`src/rtl/match_id_queue_pkg.sv`:
```
// Shared definitions for the match ID queue.
//   IDX_W  : width of the indexer's bit index (selects one of 32 bits)
//   STAT_W : width of the optional statistics counters
//   id_w() : rule ID width for a given segment width ({seg, idx})
//   stats_t: bundle of the two statistics counters
package match_id_queue_pkg;

  localparam int IDX_W  = 5;
  localparam int STAT_W = 16;

  function automatic int id_w(input int seg_w);
    return seg_w + IDX_W;
  endfunction

  typedef struct packed {
    logic [STAT_W-1:0] ids;
    logic [STAT_W-1:0] stall;
  } stats_t;

endpackage

```
`src/rtl/match_id_if.sv`:
```
// Handshake bundle between the match indexer, the match ID queue and the
// rule-lookup consumer.
//   seg_ld/seg_in      : segment number load (coincident with indexer ld)
//   idx_vld/idx/pse    : indexer output with pause backpressure
//   flush              : synchronous queue clear
//   m_valid/m_ready/m_id : rule ID stream to the consumer
//   idle               : no index pending and queue empty
//   stat_ids/stat_stall: only present with MATCH_ID_QUEUE_STATS_EN
// slave modport = queue side, master modport = environment side.
interface match_id_if #(parameter int SEG_W = 4) ();
  import match_id_queue_pkg::*;

  localparam int ID_W = id_w(SEG_W);

  logic             seg_ld;
  logic [SEG_W-1:0] seg_in;
  logic             idx_vld;
  logic [IDX_W-1:0] idx;
  logic             pse;
  logic             flush;
  logic             m_valid;
  logic             m_ready;
  logic [ID_W-1:0]  m_id;
  logic             idle;
`ifdef MATCH_ID_QUEUE_STATS_EN
  logic [STAT_W-1:0] stat_ids;
  logic [STAT_W-1:0] stat_stall;
`endif

  modport slave (
    input  seg_ld, seg_in, idx_vld, idx, flush, m_ready,
    output pse, m_valid, m_id, idle
`ifdef MATCH_ID_QUEUE_STATS_EN
    , output stat_ids, stat_stall
`endif
  );

  modport master (
    output seg_ld, seg_in, idx_vld, idx, flush, m_ready,
    input  pse, m_valid, m_id, idle
`ifdef MATCH_ID_QUEUE_STATS_EN
    , input stat_ids, stat_stall
`endif
  );

endinterface

```
`src/rtl/match_id_queue_fifo.sv`:
```
// match_id_fifo: synchronous FIFO, DEPTH x W, with flush.
//   clk, rst (async, active-high)
//   i_flush : clears pointers/count on the next edge, overrides push/pop
//   i_push  : write i_wdata (caller guarantees !o_full)
//   i_pop   : drop head entry (caller guarantees !o_empty)
//   o_rdata : head entry, read straight from the storage flops
//   o_full, o_empty : derived from the registered occupancy count
module match_id_fifo #(
  parameter int DEPTH = 16,
  parameter int W     = 9
) (
  input  logic         clk,
  input  logic         rst,
  input  logic         i_flush,
  input  logic         i_push,
  input  logic         i_pop,
  input  logic [W-1:0] i_wdata,
  output logic [W-1:0] o_rdata,
  output logic         o_full,
  output logic         o_empty
);
  localparam int PTR_W = $clog2(DEPTH);
  localparam int CNT_W = $clog2(DEPTH + 1);

  logic [DEPTH-1:0][W-1:0] r_mem;
  logic [PTR_W-1:0]        r_wr_ptr;
  logic [PTR_W-1:0]        r_rd_ptr;
  logic [CNT_W-1:0]        r_count;

  // Storage is reset so the head output is all-zero out of reset and no
  // pre-reset ID can ever reappear.
  always_ff @(posedge clk or posedge rst) begin
    if (rst) begin
      r_wr_ptr <= '0;
      r_rd_ptr <= '0;
      r_count  <= '0;
      for (int i = 0; i < DEPTH; i++) r_mem[i] <= '0;
    end else if (i_flush) begin
      r_wr_ptr <= '0;
      r_rd_ptr <= '0;
      r_count  <= '0;
    end else begin
      if (i_push) begin
        r_mem[r_wr_ptr] <= i_wdata;
        r_wr_ptr        <= r_wr_ptr + 1'b1;  // DEPTH is a power of 2: natural wrap
      end
      if (i_pop) r_rd_ptr <= r_rd_ptr + 1'b1;
      case ({i_push, i_pop})
        2'b10:   r_count <= r_count + 1'b1;
        2'b01:   r_count <= r_count - 1'b1;
        default: r_count <= r_count;
      endcase
    end
  end

  // Head slot is never written while non-empty and not full (wr_ptr != rd_ptr),
  // so o_rdata holds steady while the consumer stalls.
  assign o_rdata = r_mem[r_rd_ptr];
  assign o_full  = (r_count == CNT_W'(DEPTH));
  assign o_empty = (r_count == '0);

endmodule

```
`src/rtl/match_id_queue.sv`:
```
// match_id_queue: tags each indexer bit index with the current segment number
// and queues the resulting rule ID for the rule-lookup stage. The indexer is
// paused (pse) while the queue is full so no index is dropped.
//   clk, rst (async, active-high)
//   bus     : match_id_if.slave (segment load, indexer handshake, flush,
//             rule ID stream, idle, optional stats)
// Optional feature: define MATCH_ID_QUEUE_STATS_EN to add the saturating
// stat_ids / stat_stall counters.
module match_id_queue #(
  parameter int SEG_W = 4,
  parameter int DEPTH = 16
) (
  input  logic      clk,
  input  logic      rst,
  match_id_if.slave bus
);
  import match_id_queue_pkg::*;

  localparam int ID_W = id_w(SEG_W);

  logic [SEG_W-1:0] r_seg_q;
  logic             w_push;
  logic             w_pop;
  logic             w_full;
  logic             w_empty;
  logic [ID_W-1:0]  w_head;

  // An index pushed in the seg_ld cycle still belongs to the previous word,
  // so the push uses the pre-load r_seg_q. Flush leaves the segment alone.
  always_ff @(posedge clk or posedge rst) begin
    if (rst)             r_seg_q <= '0;
    else if (bus.seg_ld) r_seg_q <= bus.seg_in;
  end

  assign w_push = bus.idx_vld && !w_full && !bus.flush;
  assign w_pop  = !w_empty && bus.m_ready && !bus.flush;

  match_id_fifo #(
    .DEPTH (DEPTH),
    .W     (ID_W)
  ) u_fifo (
    .clk     (clk),
    .rst     (rst),
    .i_flush (bus.flush),
    .i_push  (w_push),
    .i_pop   (w_pop),
    .i_wdata ({r_seg_q, bus.idx}),
    .o_rdata (w_head),
    .o_full  (w_full),
    .o_empty (w_empty)
  );

  // pse comes only from the registered count, so there is no combinational
  // path from idx_vld back to the indexer.
  assign bus.pse     = w_full;
  assign bus.m_valid = !w_empty;
  assign bus.m_id    = w_head;
  assign bus.idle    = !bus.idx_vld && w_empty;

`ifdef MATCH_ID_QUEUE_STATS_EN
  stats_t r_stats;

  always_ff @(posedge clk or posedge rst) begin
    if (rst) begin
      r_stats <= '0;
    end else if (bus.flush) begin
      r_stats <= '0;
    end else begin
      if (w_push && (r_stats.ids != '1))
        r_stats.ids <= r_stats.ids + 1'b1;
      if (bus.idx_vld && w_full && (r_stats.stall != '1))
        r_stats.stall <= r_stats.stall + 1'b1;
    end
  end

  assign bus.stat_ids   = r_stats.ids;
  assign bus.stat_stall = r_stats.stall;
`endif

endmodule

```
`src/flat_wrapper.sv`:
```
// flat-port wrapper written by rule: the top's interface ports become plain ports
module match_id_queue_flat import match_id_queue_pkg::*;
#(
  parameter int SEG_W = 4,
  parameter int DEPTH = 16
)
  (clk, rst, bus_seg_ld, bus_seg_in, bus_idx_vld, bus_idx, bus_flush, bus_m_ready, bus_pse, bus_m_valid, bus_m_id, bus_idle);
  match_id_if #(.SEG_W(SEG_W)) bus_i ();
  input  logic clk;
  input  logic rst;
  input wire logic [$bits(bus_i.seg_ld)-1:0] bus_seg_ld;
  input wire logic [$bits(bus_i.seg_in)-1:0] bus_seg_in;
  input wire logic [$bits(bus_i.idx_vld)-1:0] bus_idx_vld;
  input wire logic [$bits(bus_i.idx)-1:0] bus_idx;
  input wire logic [$bits(bus_i.flush)-1:0] bus_flush;
  input wire logic [$bits(bus_i.m_ready)-1:0] bus_m_ready;
  output wire logic [$bits(bus_i.pse)-1:0] bus_pse;
  output wire logic [$bits(bus_i.m_valid)-1:0] bus_m_valid;
  output wire logic [$bits(bus_i.m_id)-1:0] bus_m_id;
  output wire logic [$bits(bus_i.idle)-1:0] bus_idle;
  assign bus_i.seg_ld = bus_seg_ld;
  assign bus_i.seg_in = bus_seg_in;
  assign bus_i.idx_vld = bus_idx_vld;
  assign bus_i.idx = bus_idx;
  assign bus_i.flush = bus_flush;
  assign bus_i.m_ready = bus_m_ready;
  assign bus_pse = bus_i.pse;
  assign bus_m_valid = bus_i.m_valid;
  assign bus_m_id = bus_i.m_id;
  assign bus_idle = bus_i.idle;
  match_id_queue #(.SEG_W(SEG_W), .DEPTH(DEPTH)) u_core (.clk(clk), .rst(rst), .bus(bus_i));
endmodule
```
`config.mk`:
```
export PLATFORM = sky130hd
export DESIGN_NAME = match_id_queue_flat
export DESIGN_NICKNAME = d
export VERILOG_FILES = /design/src/rtl/match_id_queue_pkg.sv /design/src/rtl/match_id_if.sv /design/src/rtl/match_id_queue_fifo.sv /design/src/rtl/match_id_queue.sv /design/src/flat_wrapper.sv
export SDC_FILE = /design/constraint.sdc
export NUM_CORES = 1
export LEC_CHECK = 0
export BUFFER_PORTS_ARGS = -buffer_cell sky130_fd_sc_hd__buf_4
export CAP_MARGIN = 20
export CORE_MARGIN = 1.5
export CORE_UTILIZATION = 41
export DETAILED_ROUTE_END_ITERATION = 10
export HOLD_SLACK_MARGIN = 0.1
export MAX_ROUTING_LAYER = met4
export PLACE_DENSITY = 0.66
export RECOVER_POWER = 50
export SKIP_CTS_REPAIR_TIMING = 1
export SYNTH_ARGS = -nofsm -noshare
export SYNTH_HDL_FRONTEND = slang
export SYNTH_SLANG_ARGS = --single-unit
```
`constraint.sdc`:
```
create_clock -name clk -period 4.5 [get_ports clk]
set_clock_uncertainty 0.05 [all_clocks]
set_input_delay 0.45 -clock clk [delete_from_list [all_inputs] [get_ports clk]]
set_output_delay 0.45 -clock clk [all_outputs]
set_load 0.1 [all_outputs]
```
# [After elaboration in Yosys (flattened, before gate mapping)]
# Cells that the tools add are included.
[word_totals] word_cells=57 ff_bits=161
[classes] add_sub_neg=4 eq_ne=3 bitwise_logic=1 muxes=11 reduce_logical=15 order_cmp=3
[op_table] operator="bitwise mux 144 bit" count=1
[op_table] operator="binary-select mux 9 bit (select 4 bit)" count=1
[op_table] operator="demux 9 bit (select 4 bit)" count=1
[op_table] operator="two-way mux 9 bit" count=2
[op_table] operator="two-way mux 4 bit" count=4
[op_table] operator="< comparator 4 x 5 -> 1 bit, second input constant" count=2
[op_table] operator="case mux 5 bit (2 select lines)" count=1
[op_table] operator="adder 4 x 1 -> 4 bit, second input constant" count=2
[op_table] operator="logical AND 1 bit" count=6
[op_table] operator="adder 5 x 1 -> 5 bit, second input constant" count=1
[op_table] operator="== test 5 bit, second input constant" count=1
[op_table] operator="zero test 5 bit" count=1
[op_table] operator="two-way mux 5 bit" count=1
[op_table] operator="subtractor 5 x 1 -> 5 bit, second input constant" count=1
[op_table] operator=">= comparator 4 x 1 -> 1 bit, second input constant" count=1
[op_table] operator="zero test 1 bit" count=4
[op_table] operator="nonzero test 2 bit" count=2
[op_table] operator="nonzero test 3 bit" count=1
[op_table] operator="== test 2 x 1 -> 1 bit, second input constant" count=1
[op_table] operator="== test 2 bit, second input constant" count=1
[op_table] operator="AND reduction 2 bit" count=1
[op_table] operator="inverter 1 bit" count=1

# [Logic depth before layout (Yosys ltp)]
[depth] ltp_word=7 depth_mapped=10

# [By module]
# Synthesis repeated with hierarchy kept, for this count alone.
[unflattened] cells_unflattened=499 hier_area_um2=7587.3
[by_module_without_submodules] mod="match_id_fifo" cells_each=486 n_inst=1 area_each_um2=7413.4 seq_area_each_um2=3928.8
[by_module_without_submodules] mod="match_id_queue" cells_each=13 n_inst=1 area_each_um2=173.9 seq_area_each_um2=100.1

# [Least setup slack after synthesis]
# No wires, ideal clock.
[synth_timing] kind="reg2reg" from="reg u_core.u_fifo.r_count[2]" to="reg u_core.u_fifo.r_count[4]" arrival_ns=3.820 setup_time_ns=0.135 setup_slack_ns=0.495 synth_period_minus_slack_ns=4.005 path_stages_with_launch=10 t_required_ns=4.315 path_cell_list="dfrtp_1 > or4_1 > buf_2 > nor2_1 > o21ai_0 > fa_1 > nand2b_1 > a21oi_1 > mux2i_1 > nand4_1"
[synth_via] elab_chain_len=7 word_cells_on_any_way=15 classes_between="add/sub (2); eq/ne (3); mux (2); reduce/logical (8)"
[synth_rtl] item="start: declaration" line="match_id_queue_fifo.sv:28" text="logic [CNT_W-1:0] r_count;"
[synth_rtl] item="start signal: assignment" line="match_id_queue_fifo.sv:49" text="2'b10: r_count <= r_count + 1'b1;"
[synth_rtl] item="start signal: assignment" line="match_id_queue_fifo.sv:50" text="2'b01: r_count <= r_count - 1'b1;"
[synth_rtl] item="start signal: assignment" line="match_id_queue_fifo.sv:51" text="default: r_count <= r_count;"
[synth_rtl] item="== test 5 bit *" line="match_id_queue_fifo.sv:59" text="assign o_full = (r_count == CNT_W'(DEPTH));"
[synth_rtl] item="via bus_pse" line="flat_wrapper.sv:17" text="output wire logic [$bits(bus_i.pse)-1:0] bus_pse;"
[synth_rtl] item="zero test 1 bit *" line="match_id_queue.sv:35" text="assign w_push = bus.idx_vld && !w_full && !bus.flush;"
[synth_rtl] item="logical AND 1 bit * (2 in series)" line="match_id_queue.sv:35"
[synth_rtl] item="== test 2 x 1 -> 1 bit or == test 2 bit (tied branches)" line="match_id_queue_fifo.sv:48" text="case ({i_push, i_pop})"
[synth_rtl] item="case mux 5 bit (2 select lines)" line="match_id_queue_fifo.sv:48"
[synth_rtl] item="two-way mux 5 bit" line="match_id_queue_fifo.sv:38" text="end else if (i_flush) begin"
# Mark *: on every way through the listed nets, which the timed path passes. The rest lies on a longest branch.
# A chain may end at the register's enable or synchronous reset.

# [Worst setup path in the final report]
[layout_timing] from="reg u_core.u_fifo.r_rd_ptr[0]" to="out bus_m_id[1]"
[layout_via] elab_chain_len=2
[layout_rtl] item="start: declaration" line="match_id_queue_fifo.sv:27" text="logic [PTR_W-1:0] r_rd_ptr;"
[layout_rtl] item="start signal: assignment" line="match_id_queue_fifo.sv:47" text="if (i_pop) r_rd_ptr <= r_rd_ptr + 1'b1;"
[layout_rtl] item="binary-select mux 9 bit (select 4 bit)" line="match_id_queue_fifo.sv:58" text="assign o_rdata = r_mem[r_rd_ptr];"
[layout_rtl] item="two-way mux 9 bit (not written as such)" line="match_id_queue_fifo.sv:58"
[layout_rtl] item="end: declaration" line="flat_wrapper.sv:19" text="output wire logic [$bits(bus_i.m_id)-1:0] bus_m_id;"
# No other way between the ends. The select of a mux whose other input is x is not followed.

==> metrics.txt <==
first-pass GRT wire length=26300 um; syn avg cell area=14.9 um2; critical path class=register to output pin; pwr/cell area=558 nW/um2; clock transition at the registers of the reported paths=0.06 ns; Starting DRT DRC Count=259; first-pass detailed-route iteration total=4; largest net degree at the start of global routing=162; RSZ-0062 raised after global routing=no; adder-cell share of the synthesized area=1.59%; # H-tree levels=4; # IOs=27; Setup TNS Final=0 ns; worst hold slack=0.207 ns; final hold vios=0; DR vias=4325; Remaining DRCs=0; Internal=3.09 mW; dpl hpwl=10200 um; DIE AREA=19300 um2; Post-synth EDFFs=0; Final Setup Violations=0; worst hold path type=input port to asynchronous set/reset pin; Slew Limit Headroom=29.0%; vias in the first global route=4570; commonest non-fill, non-tap cell in the layout=dfrtp_1; Core ar.=18000 um2; IO Port Bufs=26; power share of the combinational group=31.0%; Post-Synth XOR/XNOR Area=0.694%; effective utilization at floorplan=42.0%; Largest stage delay, worst path=0.78 ns; Synth Area in Compound Gates=3.04%; startpoint types=register; main combinational cell family by area after synthesis=multiplexers; Post-Synthesis Cells=509; clk sinks=161; Max Slew Vio Count=0; Rows=49; FILL cells=1538; fmax=311 MHz; WP data required=4.00 ns; Slowest cell on crit path=dfrtp_2; Switching Share=35.6%; Die Width=139 um; initial antenna violation count=0; wire per inst=20.7 um; post-synthesis sequential area ratio=53.2%; Synth async-reset ratio=100%; Vert. Die Dim=139 um; maximum vdd drop=0.509 mV; crit path DAT=2.71 ns; CP cell instances=buf_12 > mux4_2 > a22oi_1 > nand2_1 > buf_4; Yosys cell types=38; Clock Power Share=31.7%; CP top delay family=flip-flops; minimum clock period=3.21 ns; simple-gate area share of the yosys netlist=5.42%; buffer depth of the longest clock path=2; clock root buffer=clkbuf_16; Nets=550; ys flop type=dfrtp_1; Ys Warns=0; Total GRT Usage=18.1%; Area Growth Syn to Fin=13.6%; final wirelength=15900 um; CTS Buf Count=17; Buf/Inv on CP=2; Final Util=47.8%; most frequent cells in the layout=160 x dfrtp_1, 115 x mux2_2, 37 x mux2_1, 36 x mux4_2, 28 x buf_4; share of power burned in registers=37.3%; status=completed; Via density=5.63; Worst Path Max Fanout=22; Cell Area, Synth=7570 um2; mux cell area share after synthesis=33.8%; GPL Wtd Cong=0.790; Antenna Nets Post-Route=0; Worst-Skew Late Latency=0.42 ns; crit end category=output pin; flops & latches, synth=161; diode count=0; Mapped Nets=533; ratio of cells with drive above 1 in the final layout=42.7%; leak pwr=4.08 nW; NetSw=1.71 mW; Final Cycle Share=71.4%; Total Power=4.80 mW; slew of the pin with the lowest slew margin=1.06 ns; CTS tree=done; grt ovf=0; Max-Cap Viols=0
cell usage after synthesis (7+ instances only):
cell type	count	share of area (%)
nor2_1	19	0.94
nor2b_1	7	0.58
nand2_1	10	0.50
ha_1	8	1.3
mux2_2	115	17
mux2_1	37	5.5
a22oi_1	18	1.8
buf_2	9	0.59
dfrtp_1	161	53
nand3_2	12	1.6
inv_1	8	0.40
clkbuf_1	19	0.94
mux4_2	36	11
final cells by class:
cell class	instances	area, um2	area share, %
Tap cell	229	287	3.33
Clock buffer	20	447	5.19
Inverter	8	31.3	0.363
Clock inverter	12	180	2.09
Multi-Input combinational cell	307	3370	39.2
Sequential cell	161	4030	46.8
Timing Repair Buffer	31	258	2.99
tightest hold or removal path: stages:
cell and delay (ns):
clkbuf_4 0.11, clkinvlp_2 0.09, buf_12 0.54
power groups by stage:
stage	Combinational (mW)	Clock [mW]	Sequential, mW
3_3_place_gp	1.48	0	1.81
2_1_floorplan	1.24	0	1.74
5_1_grt	1.58	1.62	1.82
4_1_cts	1.50	1.55	1.79
6_report	1.49	1.52	1.79
3_5_place_dp	1.50	0	1.82
worst paths after layout:
path / endpoint / slack [ns] / from / depth (start not counted)
worst min-delay path: u_core.u_fifo.r_mem[73]$_DFFE_PP0P_ / 0.21 / rst / 3
max in group asynchronous: u_core.u_fifo.r_rd_ptr[0]$_DFFE_PP0P_ / 3.47 / rst / 3
worst min register to register: u_core.u_fifo.r_mem[133]$_DFFE_PP0P_ / 0.43 / u_core.u_fifo.r_mem[133]$_DFFE_PP0P_ / 1
worst max register to register: u_core.u_fifo.r_count[4]$_DFFE_PP0P_ / 1.62 / u_core.u_fifo.r_count[2]$_DFFE_PP0P_ / 8
worst max-delay path: bus_m_id[1] / 1.29 / u_core.u_fifo.r_rd_ptr[0]$_DFFE_PP0P_ / 5
min in group clk: u_core.r_seg_q[3]$_DFFE_PP0P_ / 0.21 / bus_seg_in[3] / 2
sequential cells by signal (all words and copies together) (netlist names):
name                    cells
u_core.u_fifo.r_count       5
u_core.u_fifo.r_rd_ptr      4
u_core.r_seg_q              4
u_core.u_fifo.r_mem       144
u_core.u_fifo.r_wr_ptr      4
per-layer routing:
layer  global-route usage [%]  vias up  wire (um)
met2                     29.2       55       8020
met4                     5.43        0        165
met3                     3.04       12        426
met1                     23.8     2327       7260
li1                         -     1931          -
met5                        -        -          0
cells by family (layout without fill, tap and decap cells):
| group | after synthesis | in the layout |
|---|---|---|
| xor gates and xnor gates | 6 | 6 |
| and+or+nand+nor | 69 | 69 |
| adders and majority gates | 9 | 9 |
| muxes | 192 | 192 |
| buffers and inverters | 41 | 71 |
| DFF | 161 | 161 |
| AOI/OAI and AO/OA | 31 | 31 |
per-stage QoR:
step,instance area (um2),setup slack (ns),std cells
after detailed placement,7990,1.63,736
after CTS,8610,1.23,768
after global placement,7990,1.71,736
final,8610,1.29,768
after floorplan,7580,0.495,509
after global routing,8610,1.11,768
No activity file was read; power rests on OpenSTA's default activity.
